**src/rtl/spart_rx_fifo.sv**
```systemverilog
// SPART receive path: 2-FF rxd synchronizer, divisor-driven oversample tick,
// frame receiver FSM (start / data / parity / stop bits) and a
// first-word-fall-through FIFO holding {frame_err, parity_err, data}.
//
// state  | meaning
// IDLE   | line idle, waiting for synchronized rxd low
// START  | validating the start bit at mid-bit
// DATA   | shifting in DATA_BITS data bits, LSB first
// PARITY | sampling and checking the parity bit
// STOP1  | sampling the first stop bit
// STOP2  | sampling the second stop bit (when stop2 was captured)
module spart_rx_fifo #(
    parameter int DATA_BITS  = 8,
    parameter int OVERSAMPLE = 16,
    parameter int FIFO_DEPTH = 4,
    parameter int DIV_W      = 16
) (
    input  logic                 clk,
    input  logic                 rst,
    input  logic                 rxd,
    input  logic [DIV_W-1:0]     divisor,
    input  logic                 parity_en,
    input  logic                 parity_odd,
    input  logic                 stop2,
    input  logic                 rd_en,
    output logic [DATA_BITS-1:0] rd_data,
    output logic                 rd_frame_err,
    output logic                 rd_parity_err,
    output logic                 rda,
    output logic                 fifo_full,
    output logic                 overrun
);

    localparam int TW = $clog2(OVERSAMPLE);
    localparam int BW = $clog2(DATA_BITS);
    localparam int PW = $clog2(FIFO_DEPTH);
    localparam int CW = PW + 1;
    localparam int EW = DATA_BITS + 2;

    typedef enum logic [2:0] {
        S_IDLE,
        S_START,
        S_DATA,
        S_PARITY,
        S_STOP1,
        S_STOP2
    } state_t;

    state_t               state;
    logic                 rxd_s1, rxd_s2;
    logic [DIV_W-1:0]     div_cnt, div_reload;
    logic                 tick, start_det, smp, push, pop, wr_ok;
    logic [TW-1:0]        tick_cnt;
    logic [BW-1:0]        bit_cnt;
    logic [DATA_BITS-1:0] shift;
    logic                 frame_err, parity_err;
    logic                 cfg_par_en, cfg_par_odd, cfg_stop2;
    logic [EW-1:0]        push_entry, head;
    logic [EW-1:0]        mem [FIFO_DEPTH];
    logic [PW-1:0]        wr_ptr, rd_ptr;
    logic [CW-1:0]        count;

    // Two-stage synchronizer for the asynchronous serial line, idle-high reset.
    always_ff @(posedge clk) begin
        if (rst) begin
            rxd_s1 <= 1'b1;
            rxd_s2 <= 1'b1;
        end else begin
            rxd_s1 <= rxd;
            rxd_s2 <= rxd_s1;
        end
    end

    assign div_reload = (divisor == '0) ? '0 : divisor - DIV_W'(1);
    assign tick       = (div_cnt == '0);
    assign start_det  = (state == S_IDLE) && !rxd_s2;

    // Oversample tick down-counter; realigned when a start edge is seen.
    always_ff @(posedge clk) begin
        if (rst)
            div_cnt <= '0;
        else if (start_det || tick)
            div_cnt <= div_reload;
        else
            div_cnt <= div_cnt - DIV_W'(1);
    end

    // Start bit is sampled half a bit in; every later bit one full bit after.
    always_comb begin
        smp = 1'b0;
        if (tick) begin
            if (state == S_START)
                smp = (tick_cnt == TW'(OVERSAMPLE/2 - 1));
            else
                smp = (tick_cnt == TW'(OVERSAMPLE - 1));
        end
    end

    assign push       = smp && ((state == S_STOP2) || (state == S_STOP1 && !cfg_stop2));
    assign push_entry = {frame_err | ~rxd_s2, parity_err, shift};

    // Frame receiver FSM.
    always_ff @(posedge clk) begin
        if (rst) begin
            state       <= S_IDLE;
            tick_cnt    <= '0;
            bit_cnt     <= '0;
            shift       <= '0;
            frame_err   <= 1'b0;
            parity_err  <= 1'b0;
            cfg_par_en  <= 1'b0;
            cfg_par_odd <= 1'b0;
            cfg_stop2   <= 1'b0;
        end else begin
            if (state != S_IDLE && tick)
                tick_cnt <= smp ? '0 : tick_cnt + TW'(1);
            case (state)
                S_IDLE: begin
                    if (!rxd_s2) begin
                        state       <= S_START;
                        tick_cnt    <= '0;
                        bit_cnt     <= '0;
                        frame_err   <= 1'b0;
                        parity_err  <= 1'b0;
                        cfg_par_en  <= parity_en;
                        cfg_par_odd <= parity_odd;
                        cfg_stop2   <= stop2;
                    end
                end
                S_START: begin
                    if (smp)
                        state <= rxd_s2 ? S_IDLE : S_DATA;
                end
                S_DATA: begin
                    if (smp) begin
                        shift <= {rxd_s2, shift[DATA_BITS-1:1]};
                        if (bit_cnt == BW'(DATA_BITS - 1))
                            state <= cfg_par_en ? S_PARITY : S_STOP1;
                        else
                            bit_cnt <= bit_cnt + BW'(1);
                    end
                end
                S_PARITY: begin
                    if (smp) begin
                        parity_err <= ((^shift) ^ rxd_s2) != cfg_par_odd;
                        state      <= S_STOP1;
                    end
                end
                S_STOP1: begin
                    if (smp) begin
                        if (!rxd_s2)
                            frame_err <= 1'b1;
                        state <= cfg_stop2 ? S_STOP2 : S_IDLE;
                    end
                end
                S_STOP2: begin
                    if (smp)
                        state <= S_IDLE;
                end
                default: state <= S_IDLE;
            endcase
        end
    end

    assign pop       = rd_en && (count != '0);
    assign fifo_full = (count == CW'(FIFO_DEPTH));
    assign wr_ok     = push && (!fifo_full || pop);

    // FIFO storage; entries need no reset because the outputs are gated by rda.
    always_ff @(posedge clk) begin
        if (wr_ok)
            mem[wr_ptr] <= push_entry;
    end

    // FIFO pointers, occupancy and sticky overrun.
    always_ff @(posedge clk) begin
        if (rst) begin
            wr_ptr  <= '0;
            rd_ptr  <= '0;
            count   <= '0;
            overrun <= 1'b0;
        end else begin
            if (wr_ok)
                wr_ptr <= wr_ptr + PW'(1);
            if (pop)
                rd_ptr <= rd_ptr + PW'(1);
            if (wr_ok && !pop)
                count <= count + CW'(1);
            else if (pop && !wr_ok)
                count <= count - CW'(1);
            if (pop)
                overrun <= 1'b0;
            else if (push && fifo_full)
                overrun <= 1'b1;
        end
    end

    assign rda           = (count != '0);
    assign head          = mem[rd_ptr];
    assign rd_data       = rda ? head[DATA_BITS-1:0] : '0;
    assign rd_parity_err = rda & head[DATA_BITS];
    assign rd_frame_err  = rda & head[DATA_BITS+1];

endmodule

```
**config.mk**
```make
export PLATFORM = sky130hd
export DESIGN_NAME = spart_rx_fifo
export DESIGN_NICKNAME = d
export VERILOG_FILES = /design/src/rtl/spart_rx_fifo.sv
export SDC_FILE = /design/constraint.sdc
export NUM_CORES = 1
export LEC_CHECK = 0
export ABC_CLOCK_PERIOD_IN_PS = 2850
export BUFFER_PORTS_ARGS = -buffer_cell sky130_fd_sc_hd__buf_2
export CAP_MARGIN = 0
export CORE_UTILIZATION = 54
export DETAILED_ROUTE_END_ITERATION = 10
export MAX_ROUTING_LAYER = met4
export PLACE_DENSITY = 0.76
export SETUP_SLACK_MARGIN = 0.2
export SLEW_MARGIN = 40
export SYNTH_ARGS = -nofsm -noshare
export SYNTH_HDL_FRONTEND = slang
export SYNTH_SLANG_ARGS = --single-unit
```
**constraint.sdc**
```tcl
create_clock -name clk -period 2.85 [get_ports clk]
set_input_delay 0.1425 -clock clk [delete_from_list [all_inputs] [get_ports clk]]
set_output_delay 0.1425 -clock clk [all_outputs]
set_load 0.03 [all_outputs]
```
After elaboration in Yosys (flattened, before gate mapping)

Memory sizes are Yosys's and may differ from the RTL's. A register that Yosys moved wholly into a read port is not among the register bits.
Cells that the tools add are included.
Widths: inputs -> output; s select.

Register bits after elaboration: 49
Latch bits: 0
RAM bits: 40
Memory bits (read-only): 0
Input bits: 23
Output and inout port bits: 13
Word-level logic and storage cells: 119
Memories: 1

Add/sub/neg operators: 8
$mul: 0
Div/mod/pow operators: 0
Magnitude comparators: 0
Eq/ne operators: 19
Shift-type cells: 0
Muxes and demuxes: 36
Bitwise gates (word level): 5
Reduce and logical (&&, ||, !) cells: 34

Memory list:

| name | depth | width | read ports | clocked after memory_dff | wr ports | RTL line | text |
|---|---|---|---|---|---|---|---|
| mem  | 4     | 10    | 1          | 1                        | 1        | 59       | `logic [EW-1:0] mem [FIFO_DEPTH];` |

Operators by type and width:

| operator              | number |
|---|---|
| $mux 3                | 14 |
| $logic_not 16->1      | 2 |
| $mux 16               | 2 |
| $sub 16x1->16 const B | 2 |
| $ne 2x2->1 const B    | 9 |
| $pmux 3 s6            | 1 |
| $mux 4                | 4 |
| $eq 3x3->1 const B    | 4 |
| $logic_and 1x1->1     | 9 |
| $mux 1                | 8 |
| $mux 8                | 1 |
| $reduce_and 4->1      | 2 |
| $reduce_bool 2->1     | 4 |
| $reduce_xor 8->1      | 1 |
| $reduce_and 7->1      | 1 |
| $add 3x1->3 const B   | 2 |
| $eq 3x2->1 const B    | 2 |
| $mux 2                | 3 |
| $pmux 3 s2            | 1 |
| $reduce_bool 3->1     | 2 |
| $logic_not 1->1       | 5 |
| $add 2x1->2 const B   | 2 |
| $add 4x1->4 const B   | 1 |
| $eq 4x3->1 const B    | 1 |
| 14 further kinds      | 19 |

Depth between registers and ports, before layout

Depth after elaboration: 9
Mapped depth: 11
Mapped depth without buffers: 11

Worst setup path before layout

OpenSTA, ideal clock, no wires.

Path type: register to register
Start: register div_cnt[0]
End: register count[2]
Library setup time: 0.070 ns
Arrival time: 2.657 ns
Required time: 2.780 ns
Slack: 0.122 ns
Stages on the path, launching flop included: 12
Path buffers: 0
Clock period less this slack: 2.728 ns
Cell sequence: dfxtp_1 -> inv_1 -> ha_1 -> nor4b_2 -> nand4_4 -> a2111oi_4 -> ha_1 -> inv_1 -> fa_1 -> xor2_1 -> or3_1 -> a21oi_1

Word-level cells in the longest chain between the ends: 7
Elaborated cells between the ends (all ways): 9
Classes of those cells: mux: 2; reduce/logical: 7

Ends and longest elaborated chain:

| element                            | RTL line | text |
|---|---|---|
| start: declaration                 | 51       | `logic [DIV_W-1:0] div_cnt, div_reload;` |
| start signal: assignment           | 83       | `div_cnt <= div_reload;` |
| start signal: assignment           | 85       | `div_cnt <= div_cnt - DIV_W'(1);` |
| $logic_not 16->1 (*)               | 75       | `assign tick = (div_cnt == '0);` |
| $mux 1 (*)                         | 91       | `if (tick) begin` |
| $logic_and 1x1->1 (*)              | 99       | `assign push = smp && ((state == S_STOP2) \|\| (state == S_STOP1 && !cfg_stop2));` |
| $logic_and 1x1->1 (*)              | 167      | `assign wr_ok = push && (!fifo_full \|\| pop);` |
| named net wr_ok                    | 52       | `logic tick, start_det, smp, push, pop, wr_ok;` |
| $logic_not 1->1                    | 189      | `else if (pop && !wr_ok)` |
| $logic_and 1x1->1                  | 189      |  |
| $reduce_bool 2->1 (no source line) | -        |  |
| end signal: assignment             | 188      | `count <= count + CW'(1);` |
| end signal: assignment             | 190      | `count <= count - CW'(1);` |
| end: declaration                   | 61       | `logic [CW-1:0] count;` |

The timed path passes the listed nets; every way through them passes the cells marked *.
A chain may end at the register's enable or synchronous reset.

Worst setup path in the final report

Start: register div_cnt[1]
End: register count[2]

The elaborated chain is that of the path after synthesis.

==> flow_summary.json <==
{
  "p_sw_mw": 1.72,
  "initial_core_util": 0.558,
  "grt_max_degree": 47,
  "synth_commonest_cells": "dfxtp_1 (51), edfxtp_1 (40), nand2_1 (40)",
  "worstMarginPinSlew_ns": 0.761,
  "grtUsageTotal": 0.227,
  "ys_ff_latch": 91,
  "r2r_slack_ns": 0.27,
  "cp-start-kind": "register",
  "drt_wl_total_mm": 9.05,
  "grt_pass1_wl_mm": 15.0,
  "grt-ovfl-total": 0,
  "async_reset_ff_frac": 0,
  "yosysTopAreaCell": "edfxtp_1",
  "fin_tns_setup_ns": 0,
  "r2r-end": "count[2]$_SDFFE_PP0P_",
  "critPathRequiredTime_ns": 3.14,
  "numCtsBuffers": 9,
  "setup_viol": 0,
  "wl_per_cell_um": 15.4,
  "io_buffers": 35,
  "hold_viol": 0,
  "clock_latency_ns": 0.36,
  "reg2reg_from": "div_cnt[1]$_SDFF_PP0_",
  "die_w_um": 94.1,
  "coreArea_mm2": 0.00822,
  "antenna_found_initial": 0,
  "finalCritPeriodShare": 0.904,
  "antenna_cells": 0,
  "sw_frac_of_total": 0.397,
  "internal_power_mw": 2.61,
  "finalClockSkew_ns": 0.00864,
  "ys_warn_count": 0,
  "crit_arrival_ns": 2.86,
  "hold_ws_ns": 0.0181,
  "yosysUniqueCellTypes": 59,
  "synth_edf_count": 40,
  "synth_nets": 469,
  "area_delta_synth_final_pct": 12.3,
  "p_comb_frac": 0.406,
  "post-route-drc-count": 0,
  "cts_sinks": 91,
  "slowest_delay_ns": 0.38,
  "end_kind": "register",
  "yosysMostFrequentCell": "dfxtp_1",
  "clock.fmax_mhz": 388,
  "slowest_stage": "a2111oi_4",
  "row_count": 33,
  "syn_inst": 434,
  "drt_iter0_markers": 143,
  "p_leak_nw": 1.89,
  "pwr-share-seq": 0.401,
  "drt_pre_antenna_iters": 5,
  "yosysSeqAreaShare": 0.485,
  "die_area_mm2": 0.00886,
  "cap_violations": 0,
  "crit_start": "div_cnt[1]$_SDFF_PP0_",
  "via_per_inst": 5.72,
  "syn_area_mm2": 0.00458,
  "chipHeight_um": 94.1,
  "rsz0062_at_grt": "true",
  "synthTopCellsByArea": "edfxtp_1 (26%), dfxtp_1 (22%), mux4_2 (4.9%), xnor2_1 (3.4%), nand2_1 (3.3%)",
  "hold_class": "in2reg",
  "max_slew_margin": 0.489,
  "grt_pass1_vias": 3227,
  "postRouteAntennaNets": 0,
  "gp_routability_congestion": 0.840,
  "drv_slew": 0,
  "power_per_cell_area_mw_per_mm2": 841,
  "clkPwrFrac": 0.193,
  "status": "finished clean",
  "irDropWorstVdd_uv": 447,
  "clkTransAtPathRegs_ns": 0.10,
  "layout-drive-gt1-share": 0.201,
  "synth_top_area_share": 0.262,
  "syn_area_per_cell_um2": 10.6,
  "clockRootBuffer": "clkbuf_8",
  "fin_nets": 512,
  "cts.path.max_buffers": 2,
  "cts_tree": "done",
  "io-pin-count": 36,
  "crit_path_end": "count[2]$_SDFFE_PP0P_",
  "period_needed_ns": 2.58,
  "vias": 3357,
  "h-tree-depth": 3,
  "reg2reg_depth": 11,
  "cp_cell_sequence": "inv_2 -> ha_4 -> nor4b_4 -> nand4_4 -> a2111oi_4 -> ha_2 -> inv_1 -> fa_2 -> xor2_1 -> or3_1 -> a21oi_1",
  "path_max_fanout": 2,
  "crit_type": "reg2reg",
  "synth_flop_cell": "dfxtp_1",
  "dp_hpwl_mm": 6.47
}
-- worst min path at each step --
stage | startpoint | to | cells past startpoint
finish | stop2 | cfg_stop2$_SDFFE_PP0P_ | 3
global route | rd_en | overrun$_SDFFE_PP0P_ | 2
CTS | stop2 | cfg_stop2$_SDFFE_PP0P_ | 3
detailed placement | rxd | rxd_s1$_SDFF_PP1_ | 2
global placement | rxd | rxd_s1$_SDFF_PP1_ | 2
floorplan | rd_en | overrun$_SDFFE_PP0P_ | 1
-- layout by cell type (no fill, tap or decap), types with 6 or more instances in the layout --
cell type  synthesis  final
ha_1              11      9
o21ai_0           14     14
mux4_2            10     10
buf_4              1     13
nor2_1            39     38
nand3_1           12     12
nand2_1           40     40
a311oi_1           6      6
nor3_1            15     14
nand2b_1           6      6
dfxtp_1           51     50
inv_1             13     11
buf_2              5     35
xnor2_1           18     18
xor2_1            12     12
and2_1            14     14
a211oi_1           6      6
edfxtp_1          40     40
clkbuf_8           0      9
a21oi_1           25     25
-- kinds of logic (layout without fill, tap and decap cells) --
logic type               after synthesis  count (layout)  share of synthesized area
AO/OA/AOI/OAI                         73              73                      0.108
XOR/XNOR                              31              31                     0.0622
adder cells (fa/ha/maj)               12              12                     0.0344
buffers and inverters                 30              78                     0.0267
flip-flops                            91              91                      0.485
multiplexers                          17              17                     0.0650
AND/OR/NAND/NOR                      180             180                      0.219
-- power groups by stage --
stage	clock (mW)	combinational [mW]	sequential [mW]
6_report	0.836	1.76	1.74
5_1_grt	0.902	1.93	1.77
4_1_cts	0.851	1.69	1.73
3_5_place_dp	0	1.67	1.75
3_3_place_gp	0	1.64	1.74
2_1_floorplan	0	1.32	1.67
-- registers in the layout (all words and copies together) (netlist names), 2 cells and up, named ones only --
name      count
mem          40
wr_ptr        2
state         3
bit_cnt       3
count         3
div_cnt      16
rd_ptr        2
shift         8
tick_cnt      4
-- area by class of cell --
class	count	area, um^2
Clock buffer	9	124
Clock inverter	7	66.3
Fill cell	676	3070
Inverter	13	48.8
Multi-Input combinational cell	313	2270
Sequential cell	91	2220
Tap cell	105	131
Timing Repair Buffer	49	283
-- critical path: cells and delay by family (launching register included) --
| family | cells | cell delay, ns |
|---|---|---|
| buffers and inverters | 2 | 0.12 |
| flip-flops | 1 | 0.33 |
| adder cells (fa/ha/maj) | 3 | 0.72 |
| XOR/XNOR | 1 | 0.15 |
| AO/OA/AOI/OAI | 2 | 0.51 |
| AND/OR/NAND/NOR | 3 | 0.69 |
-- routing by layer --
layer,routed length (um),global-route usage
met2,4650,0.385
met1,3990,0.264
met4,106,0.0821
met3,309,0.0485
met5,0,-
-- stage by stage --
step                      total power [mW]  area [um^2]  cells  utilization  setup WS (ns)
final                                 4.33         5150    587        0.627          0.274
after detailed placement              3.42         4890    567        0.596          0.163
after global routing                  4.60         5150    587        0.627          0.106
after floorplan                       2.99         4580    434            -          0.122
after global placement                3.38         4890    567        0.595          0.255
after CTS                             4.27         5100    584        0.621          0.200
-- repair_timing --
action | in CTS | in global routing
pin swaps | 0 | 7
setup buffers | 0 | 3
gates resized for setup | 1 | 8
hold buffers | 1 | 0
endpoints found under the hold margin | 1 | 0
endpoints found under the setup margin | 1 | 1
gates cloned | 0 | 0
No activity file was read; power rests on OpenSTA's default activity.
